<file path="src/rtl/rupt_pkg.sv">
// rtl/rupt_pkg.sv - shared state encoding, channel indices and vector helper for the rupt arbiter
package rupt_pkg;

    typedef enum logic {
        ST_IDLE = 1'b0,
        ST_ISR  = 1'b1
    } rupt_state_e;

    localparam int MAX_RUPT = 32;

    localparam int T6RUPT   = 0;
    localparam int T5RUPT   = 1;
    localparam int T3RUPT   = 2;
    localparam int T4RUPT   = 3;
    localparam int KEYRUPT1 = 4;
    localparam int KEYRUPT2 = 5;
    localparam int UPRUPT   = 6;
    localparam int DOWNRUPT = 7;
    localparam int RADARUPT = 8;
    localparam int HANDRUPT = 9;

    // Full 32-bit result; callers truncate to their address width (modulo 2^AW).
    function automatic logic [31:0] rupt_vec_calc(input logic [31:0] base,
                                                  input logic [31:0] stride,
                                                  input logic [4:0]  id);
        return base + ({27'd0, id} * stride);
    endfunction

endpackage

</file>
<file path="src/rtl/rupt_prio_enc.sv">
// rtl/rupt_prio_enc.sv - combinational find-first-set from bit 0, index plus valid
module rupt_prio_enc #(
    parameter int N = 10
) (
    input  logic [N-1:0] in_i,
    output logic [4:0]   idx_o,
    output logic         valid_o
);

    // Scan downward so the lowest set bit is the last (winning) assignment.
    always_comb begin
        idx_o   = '0;
        valid_o = 1'b0;
        for (int i = N - 1; i >= 0; i--) begin
            if (in_i[i]) begin
                idx_o   = 5'(i);
                valid_o = 1'b1;
            end
        end
    end

endmodule

</file>
<file path="src/rtl/rupt_priority_arbiter.sv">
// rtl/rupt_priority_arbiter.sv - fixed-priority interrupt latch/arbiter with ISR tracking; optional RUPT_MASK_EN channel mask
module rupt_priority_arbiter
    import rupt_pkg::*;
#(
    parameter int              NRUPT      = 10,
    parameter int              AW         = 12,
    parameter logic [AW-1:0]   VEC_BASE   = 12'o4000,
    parameter int              VEC_STRIDE = 4
) (
    input  logic             clk,
    input  logic             rst,
    input  logic [NRUPT-1:0] req,
    input  logic             inhint,
    input  logic             ovf_hold,
    input  logic             take,
    input  logic             resume,
    input  logic             clr_all,
`ifdef RUPT_MASK_EN
    input  logic             mask_we,
    input  logic [NRUPT-1:0] mask_wd,
    output logic [NRUPT-1:0] mask,
`endif
    output logic             rupt_pend,
    output logic [4:0]       rupt_id,
    output logic [AW-1:0]    rupt_vec,
    output logic             in_isr,
    output logic [NRUPT-1:0] pend
);

    rupt_state_e      state_q, state_d;
    logic [NRUPT-1:0] pend_q, pend_d;
    logic             rupt_pend_q, rupt_pend_d;
    logic [4:0]       rupt_id_q, rupt_id_d;
    logic [AW-1:0]    rupt_vec_q, rupt_vec_d;

    logic [NRUPT-1:0] elig;
    logic [NRUPT-1:0] clr_vec;
    logic [4:0]       win_idx;
    logic             win_valid;
    logic             grant;
    logic             arb_ok;

`ifdef RUPT_MASK_EN
    logic [NRUPT-1:0] mask_q;

    always_ff @(posedge clk) begin
        if (!rst) begin
            mask_q <= '1;
        end else if (mask_we) begin
            mask_q <= mask_wd;
        end
    end

    assign elig = pend_q & mask_q;
    assign mask = mask_q;
`else
    assign elig = pend_q;
`endif

    rupt_prio_enc #(.N(NRUPT)) u_enc (
        .in_i    (elig),
        .idx_o   (win_idx),
        .valid_o (win_valid)
    );

    assign grant  = (state_q == ST_IDLE) && take && rupt_pend_q;
    // Arbitration outputs freeze from the grant cycle until the ISR ends.
    assign arb_ok = (state_q == ST_IDLE) && !grant;

    always_comb begin
        state_d     = state_q;
        clr_vec     = '0;
        rupt_id_d   = rupt_id_q;
        rupt_vec_d  = rupt_vec_q;
        rupt_pend_d = 1'b0;
        case (state_q)
            ST_IDLE: if (grant)  state_d = ST_ISR;
            ST_ISR:  if (resume) state_d = ST_IDLE;
            default: state_d = ST_IDLE;
        endcase
        if (grant) begin
            clr_vec = NRUPT'(1) << rupt_id_q;
        end
        // A request landing on the grant cycle of the same channel survives.
        pend_d = (pend_q & ~clr_vec) | req;
        if (arb_ok && win_valid) begin
            rupt_id_d   = win_idx;
            rupt_vec_d  = AW'(rupt_vec_calc(32'(VEC_BASE), 32'(VEC_STRIDE), win_idx));
            rupt_pend_d = !inhint && !ovf_hold;
        end
    end

    always_ff @(posedge clk) begin
        if (!rst || clr_all) begin
            state_q     <= ST_IDLE;
            pend_q      <= '0;
            rupt_pend_q <= 1'b0;
            rupt_id_q   <= '0;
            rupt_vec_q  <= VEC_BASE;
        end else begin
            state_q     <= state_d;
            pend_q      <= pend_d;
            rupt_pend_q <= rupt_pend_d;
            rupt_id_q   <= rupt_id_d;
            rupt_vec_q  <= rupt_vec_d;
        end
    end

    assign rupt_pend = rupt_pend_q;
    assign rupt_id   = rupt_id_q;
    assign rupt_vec  = rupt_vec_q;
    assign in_isr    = (state_q == ST_ISR);
    assign pend      = pend_q;

endmodule

</file>
<file path="config.mk">
export PLATFORM = sky130hd
export DESIGN_NAME = rupt_priority_arbiter
export DESIGN_NICKNAME = d
export VERILOG_FILES = /design/src/rtl/rupt_pkg.sv /design/src/rtl/rupt_prio_enc.sv /design/src/rtl/rupt_priority_arbiter.sv
export SDC_FILE = /design/constraint.sdc
export NUM_CORES = 1
export LEC_CHECK = 0
export CAP_MARGIN = 20
export CORE_UTILIZATION = 55
export DETAILED_ROUTE_END_ITERATION = 10
export DONT_BUFFER_PORTS = 1
export GPL_TIMING_DRIVEN = 0
export PLACE_DENSITY = 0.7
export SLEW_MARGIN = 40
export SYNTH_ARGS = -nofsm -noshare
export SYNTH_HDL_FRONTEND = slang
export SYNTH_HIERARCHICAL = 1
export SYNTH_SLANG_ARGS = --single-unit
export TNS_END_PERCENT = 50
</file>
<file path="constraint.sdc">
create_clock -name clk -period 3.45 [get_ports clk]
set_input_delay 0 -clock clk [delete_from_list [all_inputs] [get_ports clk]]
set_output_delay 0 -clock clk [all_outputs]
set_load 0.05 [all_outputs]
</file>
-- Word level (Yosys, flattened, before mapping)
Index checks and enable logic that the tools add are counted.
- bits in registers: 29
- bits of input ports: 17
- output and inout bits: 29
- logic and storage cells: 47
- add/subtract/negate cells: 1
- shift operators: 1
- muxes and demuxes: 24
- bitwise logic cells: 5
- reduce and logical (&&, ||, !) cells: 11
- operator list (cell ; number):
    $mux W4 ; 10
    $add A12 B7 Y12 const A ; 1
    $mux W1 ; 12
    $and A10 B10 Y10 ; 1
    $mux W10 ; 1
    $not A10 Y10 ; 1
    $or A10 B10 Y10 ; 1
    $shl A1 B5 Y10 const A ; 1
    $logic_and A1 B1 Y1 ; 5
    $logic_not A1 Y1 ; 4
    $not A1 Y1 ; 2
    $pmux W1 S2 ; 1
    $reduce_or A2 Y1 ; 1
    $logic_or A1 B1 Y1 ; 1

-- Logic depth before layout (Yosys ltp)
Gate-level depths: netlist of run 1.
- depth in word-level cells: 13
- depth in mapped cells: 5
- mapped depth without buffers: 5

-- By module
Netlist of run 1, hierarchy kept.
- modules (own cells, without submodules) (module ; instances ; cells each ; area each (um2) ; seq. area each (um2)):
    rupt_priority_arbiter ; 1 ; 95 ; 789.5 ; 340.3
    rupt_prio_enc ; 1 ; 20 ; 112.6 ; 0.0

-- Worst setup path after synthesis of run 1
No wires, ideal clock.
- path kind: register to register
- start: reg pend_q[5] (netlist: pend[5])
- end: reg rupt_vec_q[2] (netlist: rupt_vec[2])
- arrival: 1502 ps
- data required time: 3380 ps
- slack: 1877 ps
- cell stages (with the launch flop): 6
- cell sequence: dfxtp_1 > inv_1 > a221o_1 > a221oi_2 > nand3_1 > a21oi_1
- cells in the longest elaborated chain, start to end: 7
- elaborated cells on any way between the ends: 14
- classes of those cells: add/sub (1); mux (12); reduce/logical (1)
- ends and longest elaborated chain (element ; RTL line ; source):
    from (decl) ; rupt_priority_arbiter.sv:31 ; logic [NRUPT-1:0] pend_q, pend_d;
    from (signal assigned) ; rupt_priority_arbiter.sv:102 ; pend_q <= pend_d;
    $mux W4 (6 in a row) ; rupt_prio_enc.sv:15 ; if (in_i[i]) begin
    named net win_idx[0] ; rupt_priority_arbiter.sv:38 ; logic [4:0] win_idx;
    $add A12 B7 Y12 ; rupt_pkg.sv:26 ; return base + ({27'd0, id} * stride);
    to (signal assigned) ; rupt_priority_arbiter.sv:105 ; rupt_vec_q <= rupt_vec_d;
    to (decl) ; rupt_priority_arbiter.sv:34 ; logic [AW-1:0] rupt_vec_q, rupt_vec_d;
The timed path passes the listed nets, and every way through them passes these cells.
A chain may end at the register's enable or synchronous reset.

-- Worst setup path in the final report of run 1
- start: reg pend_q[6] (netlist: pend[6])
- end: reg rupt_pend_q (netlist: rupt_pend)
- cells in the longest elaborated chain, start to end: 10
- ends and longest elaborated chain (element ; RTL line ; source):
    $mux W1 (7 in a row) ; rupt_prio_enc.sv:15 ;
    named net win_valid ; rupt_priority_arbiter.sv:39 ; logic win_valid;
    $logic_and A1 B1 Y1 ; rupt_priority_arbiter.sv:86 ; if (arb_ok && win_valid) begin
    $not A1 Y1 (no line) ; - ;
    $reduce_or A2 Y1 (no line) ; - ;
    to (signal assigned) ; rupt_priority_arbiter.sv:103 ; rupt_pend_q <= rupt_pend_d;
    to (decl) ; rupt_priority_arbiter.sv:32 ; logic rupt_pend_q, rupt_pend_d;
The timed path passes the listed nets, and every way through them passes these cells.

==> results.ini, run 1 <==
[floorplanning]
die_w_um = 42.5
initial_core_util = 0.592
die_area_um2 = 1810
die_y_um = 42.5
io_pins = 46
rows = 14
core_area_um2 = 1520

[min_path]
hp-class = in2reg

[cts]
clock_sinks = 17
htree_levels = 1
cts_buffer_depth = 2
post_cts_buffers = 0
ctsHoldBuffers = 13
clk_pin_slew_worst_paths_ns = 0.10
cts_resized = 0
insertion_delay_ns = 0.29
cts_made_buffers = 3
cts_root_buffer = clkbuf_4
cts_tree = done

[timing]
slew_violations = 0
fin_worst_skew_ns = 0.00650
fin_setup_tns_ns = 0
fmax_mhz = 417
hold_viol = 0
worst_pin_slew_ns = 0.754
maxSlewHeadroom = 0.497
final.min_clock_period_ns = 2.40
setup_slack_ns = 1.05
setup_viol = 0
min_period_over_period = 0.695
rsz0062_at_grt = no

[final_layout]
diodes = 0
area_growth_pct = 21.8
fin_nets = 155
fin_cells = 153
fin_util = 0.721
drive_gt1_frac = 0.153

[place]
hpwl_um = 1460
io_buffers = 0
gp_congestion = 0.826
pre_cts_ws_ns = 1.63
dp.cells = 136

[yosys]
async_flop_share = 0
synth_edf_count = 0
synth.most_common_cell = dfxtp_1
ys_ff_latch = 17
ys_warn_count = 6
syn-cell-area_um2 = 902
synth_top_area_share = 0.377
synthCells = 115
synth_ff_type = dfxtp_1
ys_top_cells_by_area = dfxtp_1, buf_4, a21oi_1, nor2_1, nand2b_1
ys_types = 25
syn_avg_cell_area_um2 = 7.84
yosys.area.top_type = dfxtp_1
yosysSeqAreaShare = 0.377
synth_common_cells = dfxtp_1, buf_4, nor2_1, a21oi_1, inv_1

[setup_path]
crit_path_end_kind = register
start_kind = register
crit_required_ns = 3.64
critPathArrivalTime_ns = 2.59
critPathMaxFanout = 6
worstSetupPathType = reg2reg

[detailed_routing]
vias_per_cell = 5.76
drtIter0Drc = 28
drtAntennaViolNets = 0
drc = 0
wl_per_cell_um = 14.2
wl_um = 2170
vias = 882
first_pass_iters = 4

[global_route]
overflow = 0
grt_start_max_net_pins = 11
first_global_vias = 763
antenna_found_initial = 0
grt_util_all_layers = 0.255
grt_pass1_wl_um = 3380

[outcome]
status = complete, no violations

[pwr]
power.leakage_nw = 0.453
ir_worst_vdd_mv = 0.259
powerDensity_nw_per_um2 = 411

[flow_run]
drv_cap = 0

critical path, stage by stage, from the launching register on:
cell and delay (ns):
dfxtp_1 0.52, nor4_1 0.61, nand3_1 0.19, nor2b_1 0.25
nand2_1 0.13, nor4_1 0.05, dlygate4sd3_1 0.55
state kept, by name, indices dropped and copies added (netlist names):
| name | count |
|---|---|
| in_isr | 1 |
| pend | 10 |
| rupt_vec | 5 |
| rupt_pend | 1 |
per-layer routing:
layer | routed length [µm] | vias to the layer above | track usage | part of all wire
met5 | 0 | - | 0 | 0
met4 | 27 | 0 | 0.113 | 0.012
met3 | 229 | 4 | 0.103 | 0.11
met2 | 986 | 51 | 0.366 | 0.45
met1 | 928 | 397 | 0.335 | 0.43
li1 | - | 430 | - | -
placed cells by master, fill, tap and decap left out:
master / n
a211oi_1: 3
a21oi_1: 10
a221o_1: 1
a221oi_2: 1
and2_1: 1
buf_2: 2
buf_4: 13
clkbuf_1: 1
clkbuf_4: 3
clkinv_2: 1
conb_1: 8
dfxtp_1: 17
dlygate4sd3_1: 13
inv_1: 7
mux2_2: 1
nand2_1: 4
nand2b_1: 6
nand3_1: 6
nand4bb_1: 1
nor2_1: 13
nor2b_1: 2
nor3_1: 4
nor4_1: 6
nor4b_1: 1
o21ai_0: 6
o31ai_1: 3
o41ai_1: 2
or2_1: 1
area by class of cell:
type / instances / area, µm²
inverters: 7 / 26.3
flip-flops and latches: 17 / 340
well taps: 16 / 20.0
clock inverters: 1 / 5.00
plain buffers: 16 / 111
fillers: 144 / 425
repair buffers: 13 / 130
multi-input cells: 80 / 443
clock buffers: 3 / 22.5
kinds of logic (layout without fill, tap and decap cells):
logic type             after synthesis  count (layout)  synth area share
DFF                                 17              17             0.377
AOI/OAI and AO/OA                   26              26             0.186
muxes                                1               1            0.0125
buffers and inverters               23              40             0.153
and+or+nand+nor                     45              45             0.259
other                                3               8            0.0125
where the power goes:
group          internal [mW]  leakage [nW]  switching [mW]  total, mW
Combinational         0.0375         0.296          0.0580     0.0954
Sequential             0.205         0.139          0.0431      0.248
Clock                 0.0432        0.0177          0.0651      0.108
Total                  0.285         0.453           0.166      0.452
stage by stage:
step | cell area (µm²) | power, mW | hold WS, ns
finish | 1100 | 0.452 | 0.0263
detailed placement | 941 | 0.334 | 0.0785
global placement | 941 | 0.332 | 0.0781
CTS | 1100 | 0.452 | 0.0240
floorplan | 921 | 0.322 | 0.0761
global route | 1100 | 0.476 | 0.0184
final timing paths:
check           from   endpoint  slack (ns)  cells after the start
max          pend[6]  rupt_pend        1.05                      6
min              rst    pend[9]        0.03                      3
max reg2reg  pend[6]  rupt_pend        1.05                      6
min reg2reg  pend[8]    pend[8]        0.78                      2
Note: power is estimated with default switching activity, not from simulation.
==> run 2: changes to the inputs <==
==> constraint.sdc (replaced) <==
create_clock -name clk -period 2.3 [get_ports clk]
set_input_delay 0 -clock clk [delete_from_list [all_inputs] [get_ports clk]]
set_output_delay 0 -clock clk [all_outputs]
set_load 0.05 [all_outputs]
==> run 2 against run 1 <==
Compared with the run above:
- setup slack lost 0.62 ns
- routed wire length decreased by 2.7%
- flip-flop and latch count unchanged
- cell count unchanged
- first-iteration DRC count down 18%
- core utilization stayed put
- register-to-register slack worse by 0.62 ns
- sequential power is 50% higher
- critical path type unchanged
- critical endpoint unchanged
==> results.ini, run 2 (same netlist as run 1, synthesis figures left out) <==
[outcome]
status = complete, no violations

[timing]
setup_viol = 0  ; unchanged
fin_hold_ws_ns = 0.0335  ; +0.00723 ns
rsz0062_at_grt = no
min_period_over_period = 0.814  ; +0.118
maxSlewHeadroom = 0.485  ; -0.0119
fin_worst_skew_ns = 0.00186  ; -0.00464 ns
final.min_clock_period_ns = 1.87  ; -0.527 ns
worst_pin_slew_ns = 0.772  ; +0.0178 ns
fin_setup_tns_ns = 0  ; unchanged
fmax_mhz = 534  ; +28%
hold_viol = 0  ; unchanged
slew_violations = 0  ; unchanged

[detailed_routing]
drtAntennaViolNets = 0  ; unchanged
vias = 886  ; +0.45%
wl_per_cell_um = 13.8  ; -2.7%
wl_um = 2110  ; -2.7%
vias_per_cell = 5.79  ; +0.45%
drtIter0Drc = 23  ; -18%
drc = 0  ; unchanged
first_pass_iters = 4  ; unchanged

[pwr]
powerDensity_nw_per_um2 = 617  ; +50%
pwr-share-comb = 0.211  ; about the same
p_sw_frac = 0.367  ; -0.000717
clock_power_share = 0.240  ; about the same
p_int_mw = 0.429  ; +50%
switching_power_mw = 0.249  ; +50%
power.leakage_nw = 0.451  ; -0.56%
ir_worst_vdd_mv = 0.378  ; +46%
p_seq_frac = 0.549  ; about the same

[final_layout]
largest_reg_flops = 10  ; unchanged
area_growth_pct = 21.8  ; unchanged
final_common_cell = dfxtp_1
diodes = 0  ; unchanged
design_area_um2 = 1100  ; unchanged
drive_gt1_frac = 0.153  ; unchanged
final_cell_mix = dfxtp_1, nor2_1, buf_4, dlygate4sd3_1, a21oi_1
nFillCells = 144  ; unchanged
fin_nets = 155  ; unchanged

[floorplanning]
die_area_um2 = 1810  ; unchanged
io_pins = 46  ; unchanged
die_y_um = 42.5  ; unchanged
core_area_um2 = 1520  ; unchanged
initial_core_util = 0.592  ; unchanged
rows = 14  ; unchanged
die_w_um = 42.5  ; unchanged

[cts]
cts_buffer_depth = 2  ; unchanged
htree_levels = 1  ; unchanged
cts_made_buffers = 3  ; unchanged
post_cts_buffers = 0  ; unchanged
ctsHoldBuffers = 13  ; unchanged
clk_pin_slew_worst_paths_ns = 0.10  ; about the same
insertion_delay_ns = 0.29  ; about the same
cts_resized = 0  ; unchanged
cts_tree = done
cts_root_buffer = clkbuf_4
clock_sinks = 17  ; unchanged

[place]
gp_congestion = 0.826  ; unchanged
hpwl_um = 1460  ; unchanged
placed_area_um2 = 941  ; unchanged
io_buffers = 0  ; unchanged

[min_path]
hp-class = in2reg
hold_depth = 3  ; unchanged

[global_route]
first_global_vias = 766  ; +0.39%
antenna_found_initial = 0  ; unchanged
grt_pass1_wl_um = 3330  ; -1.4%
grt_util_all_layers = 0.252  ; -0.00269
grt_start_max_net_pins = 11  ; unchanged
overflow = 0  ; unchanged

[flow_run]
drv_cap = 0  ; unchanged

[setup_path]
critPathMaxFanout = 6  ; unchanged
crit_required_ns = 2.51  ; -1.13 ns
r2r_slack_ns = 0.43  ; -0.62 ns
critPathArrivalTime_ns = 2.08  ; -0.51 ns
r2r_cells = 5  ; -1
worstSetupPathType = reg2reg
crit_path_end_kind = register
start_kind = register

==> run 2: cell counts in the layout (fill, tap and decap cells not counted) <==
Identical to the previous run, type by type.
==> run 2: critical path, stage by stage, from the launching register on <==
cell and delay (ns):
dfxtp_1 0.74, nor4_1 0.20, nand3_1 0.14, nor2b_1 0.41, nand2_1 0.12, nor4_1 0.17
==> run 2: path summary, 6_finish.rpt <==
| path | from | end |
|---|---|---|
| worst min register to register | pend[8] | pend[8] |
| worst max register to register | pend[0] | rupt_pend |
| worst min-delay path | rst | pend[9] |
| worst max-delay path | pend[0] | rupt_pend |
==> run 2: metal layers <==
metal,vias to the layer above,GRT usage,part of all wire
met1,402,0.332,0.42
li1,429,-,-
met5,-,0,0
met2,53,0.382,0.46
met3,2,0.0862,0.11
met4,0,0.0938,0.0047
==> run 2: area by class of cell <==
type                            instances  area, µm²  share of cell area
Clock inverter                          1       5.00             0.00456
Buffer                                 16        111               0.101
Clock buffer                            3       22.5              0.0205
Inverter                                7       26.3              0.0239
Tap cell                               16       20.0              0.0182
Timing Repair Buffer                   13        130               0.118
Multi-Input combinational cell         80        443               0.403
Sequential cell                        17        340               0.310
==> run 2: power groups by stage <==
stage               Combinational, mW  Clock [mW]  Sequential, mW
floorplan                       0.110           0           0.373
global placement                0.120           0           0.378
detailed placement              0.122           0           0.378
CTS                             0.141       0.166           0.371
global route                    0.155       0.185           0.375
finish                          0.143       0.163           0.372
==> run 2: per-stage QoR <==
step                      cells  power [mW]   util  setup WS (ns)
after floorplan             120       0.483      -          0.727
after global placement      136       0.498  0.617          0.524
after detailed placement    136       0.500  0.617          0.480
after CTS                   153       0.678  0.721          0.475
after global routing        153       0.715  0.721          0.236
final                       153       0.677  0.721          0.429
==> run 3: changes to the inputs <==
--- a/config.mk
+++ b/config.mk
@@ -6,11 +6,11 @@
 export NUM_CORES = 1
 export LEC_CHECK = 0
 export CAP_MARGIN = 20
-export CORE_UTILIZATION = 55
+export CORE_UTILIZATION = 54
 export DETAILED_ROUTE_END_ITERATION = 10
 export DONT_BUFFER_PORTS = 1
 export GPL_TIMING_DRIVEN = 0
-export PLACE_DENSITY = 0.7
+export PLACE_DENSITY = 0.72
 export SLEW_MARGIN = 40
 export SYNTH_ARGS = -nofsm -noshare
 export SYNTH_HDL_FRONTEND = slang
==> constraint.sdc (replaced) <==
create_clock -name clk -period 1.7 [get_ports clk]
set_input_delay 0 -clock clk [delete_from_list [all_inputs] [get_ports clk]]
set_output_delay 0 -clock clk [all_outputs]
set_load 0.05 [all_outputs]
==> run 3 against run 2 <==
Compared with the run above:
- clock-buffer cell count grew 1
- global-route usage shrank 0.070 points
- hold slack lost 0.0016 ns
- largest cell class unchanged
- clock skew grew 0.0020 ns
- routed wire length grew 11%
- register-to-register slack lost 0.46 ns
- core utilization grew 2.4 points
- critical endpoint is now pend[4]
- sequential power grew 37%
- setup slack lost 0.46 ns
- the flow now finishes with violations (setup timing)
- cell count grew 0.65%
==> results.ini, run 3 (same netlist as run 1, synthesis figures left out) <==
[final_layout]
design_area_um2 = 1150  ; +4.6%
area_growth_pct = 27.3
nFillCells = 133  ; -7.6%
drive_gt1_frac = 0.246  ; +0.0931
fin_cells = 154  ; +0.65%
diodes = 0  ; unchanged
final_common_cell = dlygate4sd3_1
largest_reg_flops = 10  ; unchanged
fin_nets = 156  ; +0.65%
final_cell_mix = dlygate4sd3_1, nor2_1, buf_4, dfxtp_2, a21oi_1

[place]
placed_area_um2 = 941  ; unchanged
dp.cells = 136  ; unchanged
io_buffers = 0  ; unchanged
gp_congestion = 0.835  ; +1.1%
hpwl_um = 1470  ; +0.53%

[global_route]
grt_start_max_net_pins = 11  ; unchanged
antenna_found_initial = 0  ; unchanged
grt_pass1_wl_um = 3520  ; +5.6%
first_global_vias = 815  ; +6.4%
grt_util_all_layers = 0.252  ; -0.000695
overflow = 0  ; unchanged

[timing]
setup_slack_ns = -0.0268  ; -0.456 ns
min_period_over_period = 1.02  ; +0.202
hold_viol = 0  ; unchanged
slew_violations = 0  ; unchanged
fmax_mhz = 579  ; +8.4%
fin_worst_skew_ns = 0.00383  ; +0.00197 ns
final.min_clock_period_ns = 1.73  ; -0.144 ns
maxSlewHeadroom = 0.492  ; +0.00659
setup_viol = 1  ; +1
worst_pin_slew_ns = 0.762  ; -0.00987 ns

[min_path]
hp-class = in2reg

[cts]
post_cts_buffers = 0  ; unchanged
cts_buffer_depth = 2  ; unchanged
htree_levels = 1  ; unchanged
cts_tree = done
clock_sinks = 17  ; unchanged
cts_root_buffer = clkbuf_4
cts_made_buffers = 3  ; unchanged
clk_pin_slew_worst_paths_ns = 0.10  ; about the same
insertion_delay_ns = 0.29  ; about the same

[floorplanning]
io_pins = 46  ; unchanged
core_area_um2 = 1540  ; +1.1%
rows = 14  ; unchanged
die_y_um = 42.9  ; +0.87%
die_area_um2 = 1840  ; +1.7%
initial_core_util = 0.585  ; -0.00673
die_w_um = 42.9  ; +0.87%

[pwr]
p_sw_frac = 0.364  ; -0.00294
ir_worst_vdd_mv = 0.604  ; +60%
pwr-share-comb = 0.218  ; +0.007
p_seq_frac = 0.548  ; about the same
clock_power_share = 0.234  ; -0.006
powerDensity_nw_per_um2 = 810  ; +31%
p_int_mw = 0.591  ; +38%
switching_power_mw = 0.339  ; +36%
power.leakage_nw = 0.462  ; +2.6%

[detailed_routing]
wl_per_cell_um = 15.2  ; +9.8%
drc = 0  ; unchanged
vias = 914  ; +3.2%
drtAntennaViolNets = 0  ; unchanged
vias_per_cell = 5.94  ; +2.5%
first_pass_iters = 4  ; unchanged
wl_um = 2340  ; +11%
drtIter0Drc = 18  ; -22%

[setup_path]
path_depth = 4  ; -1
worstSetupPathType = reg2reg
crit_path_end = pend[4]
regToRegStartpoint = in_isr
crit_required_ns = 1.87  ; -0.64 ns
max_stage_delay_ns = 0.54  ; -0.20 ns
path_buf_inv = 1  ; +1
crit_chain = nand4bb_1, buf_2, o41ai_1, a21oi_1
crit_path_end_kind = register
r2r_slack_ns = -0.03  ; -0.46 ns
r2r_cells = 4  ; -1
critPathMaxFanout = 8  ; +2
worst_path_max_delay_cell = dfxtp_1
crit_family = compound AO/OA/AOI/OAI gates
start_kind = register
rr_endpoint = pend[4]
critPathArrivalTime_ns = 1.89  ; -0.19 ns
crit_start = in_isr

[flow_run]
drv_cap = 0  ; unchanged

[outcome]
violations = setup timing
status = finished, violations left

run 3: final cells by class:
cell class                      instances  area [µm²]  area share
Clock buffer                            4        26.3      0.0229
Multi-Input combinational cell         80         470       0.410
Tap cell                               16        20.0      0.0174
Sequential cell                        17         354       0.308
Timing Repair Buffer                   14         140       0.122
Inverter                                7        26.3      0.0229
Buffer                                 16         111      0.0970
run 3: through the flow:
stage	setup TNS, ns	utilization	hold slack, ns	worst slack, ns	power, mW
floorplan	0	-	0.0761	0.127	0.653
global placement	-0.309	0.610	0.0783	-0.0743	0.673
detailed placement	-0.477	0.610	0.0788	-0.0844	0.677
CTS	0	0.730	0.00500	0.00169	0.920
global route	-0.128	0.745	0.0460	-0.128	0.974
finish	-0.0268	0.745	0.0319	-0.0268	0.931
run 3: worst min-delay path: stages:
cell and delay [ns]:
nand2b_1 0.04, buf_2 0.19, a211oi_1 0.06
run 3: power by group through the flow:
stage / Combinational (mW) / Sequential [mW] / Clock (mW)
floorplan: 0.149 / 0.505 / 0
global placement: 0.162 / 0.511 / 0
detailed placement: 0.165 / 0.512 / 0
CTS: 0.194 / 0.507 / 0.219
global route: 0.219 / 0.513 / 0.242
finish: 0.203 / 0.510 / 0.218
run 3: repair_timing:
action / in CTS / in global routing
endpoints found under the hold margin: 12 / 1
hold buffers: 13 / 1
setup endpoints to repair: 8 / 8
gates resized for setup: 8 / 7
run 3: worst min path at each step:
stage          startpoint   endpoint  cells past startpoint
2_1_floorplan    ovf_hold  rupt_pend                      1
3_3_place_gp     ovf_hold  rupt_pend                      1
3_5_place_dp     ovf_hold  rupt_pend                      1
4_1_cts            req[8]    pend[8]                      2
5_1_grt               rst  rupt_pend                      3
6_report              rst    pend[9]                      3
run 3: metal layers:
layer | up-vias | global-route usage | wire length, µm
met2 | 45 | 0.403 | 1150
met5 | - | 0 | 0
li1 | 431 | - | -
met1 | 429 | 0.316 | 949
met4 | 0 | 0.119 | 78
met3 | 9 | 0.0596 | 161
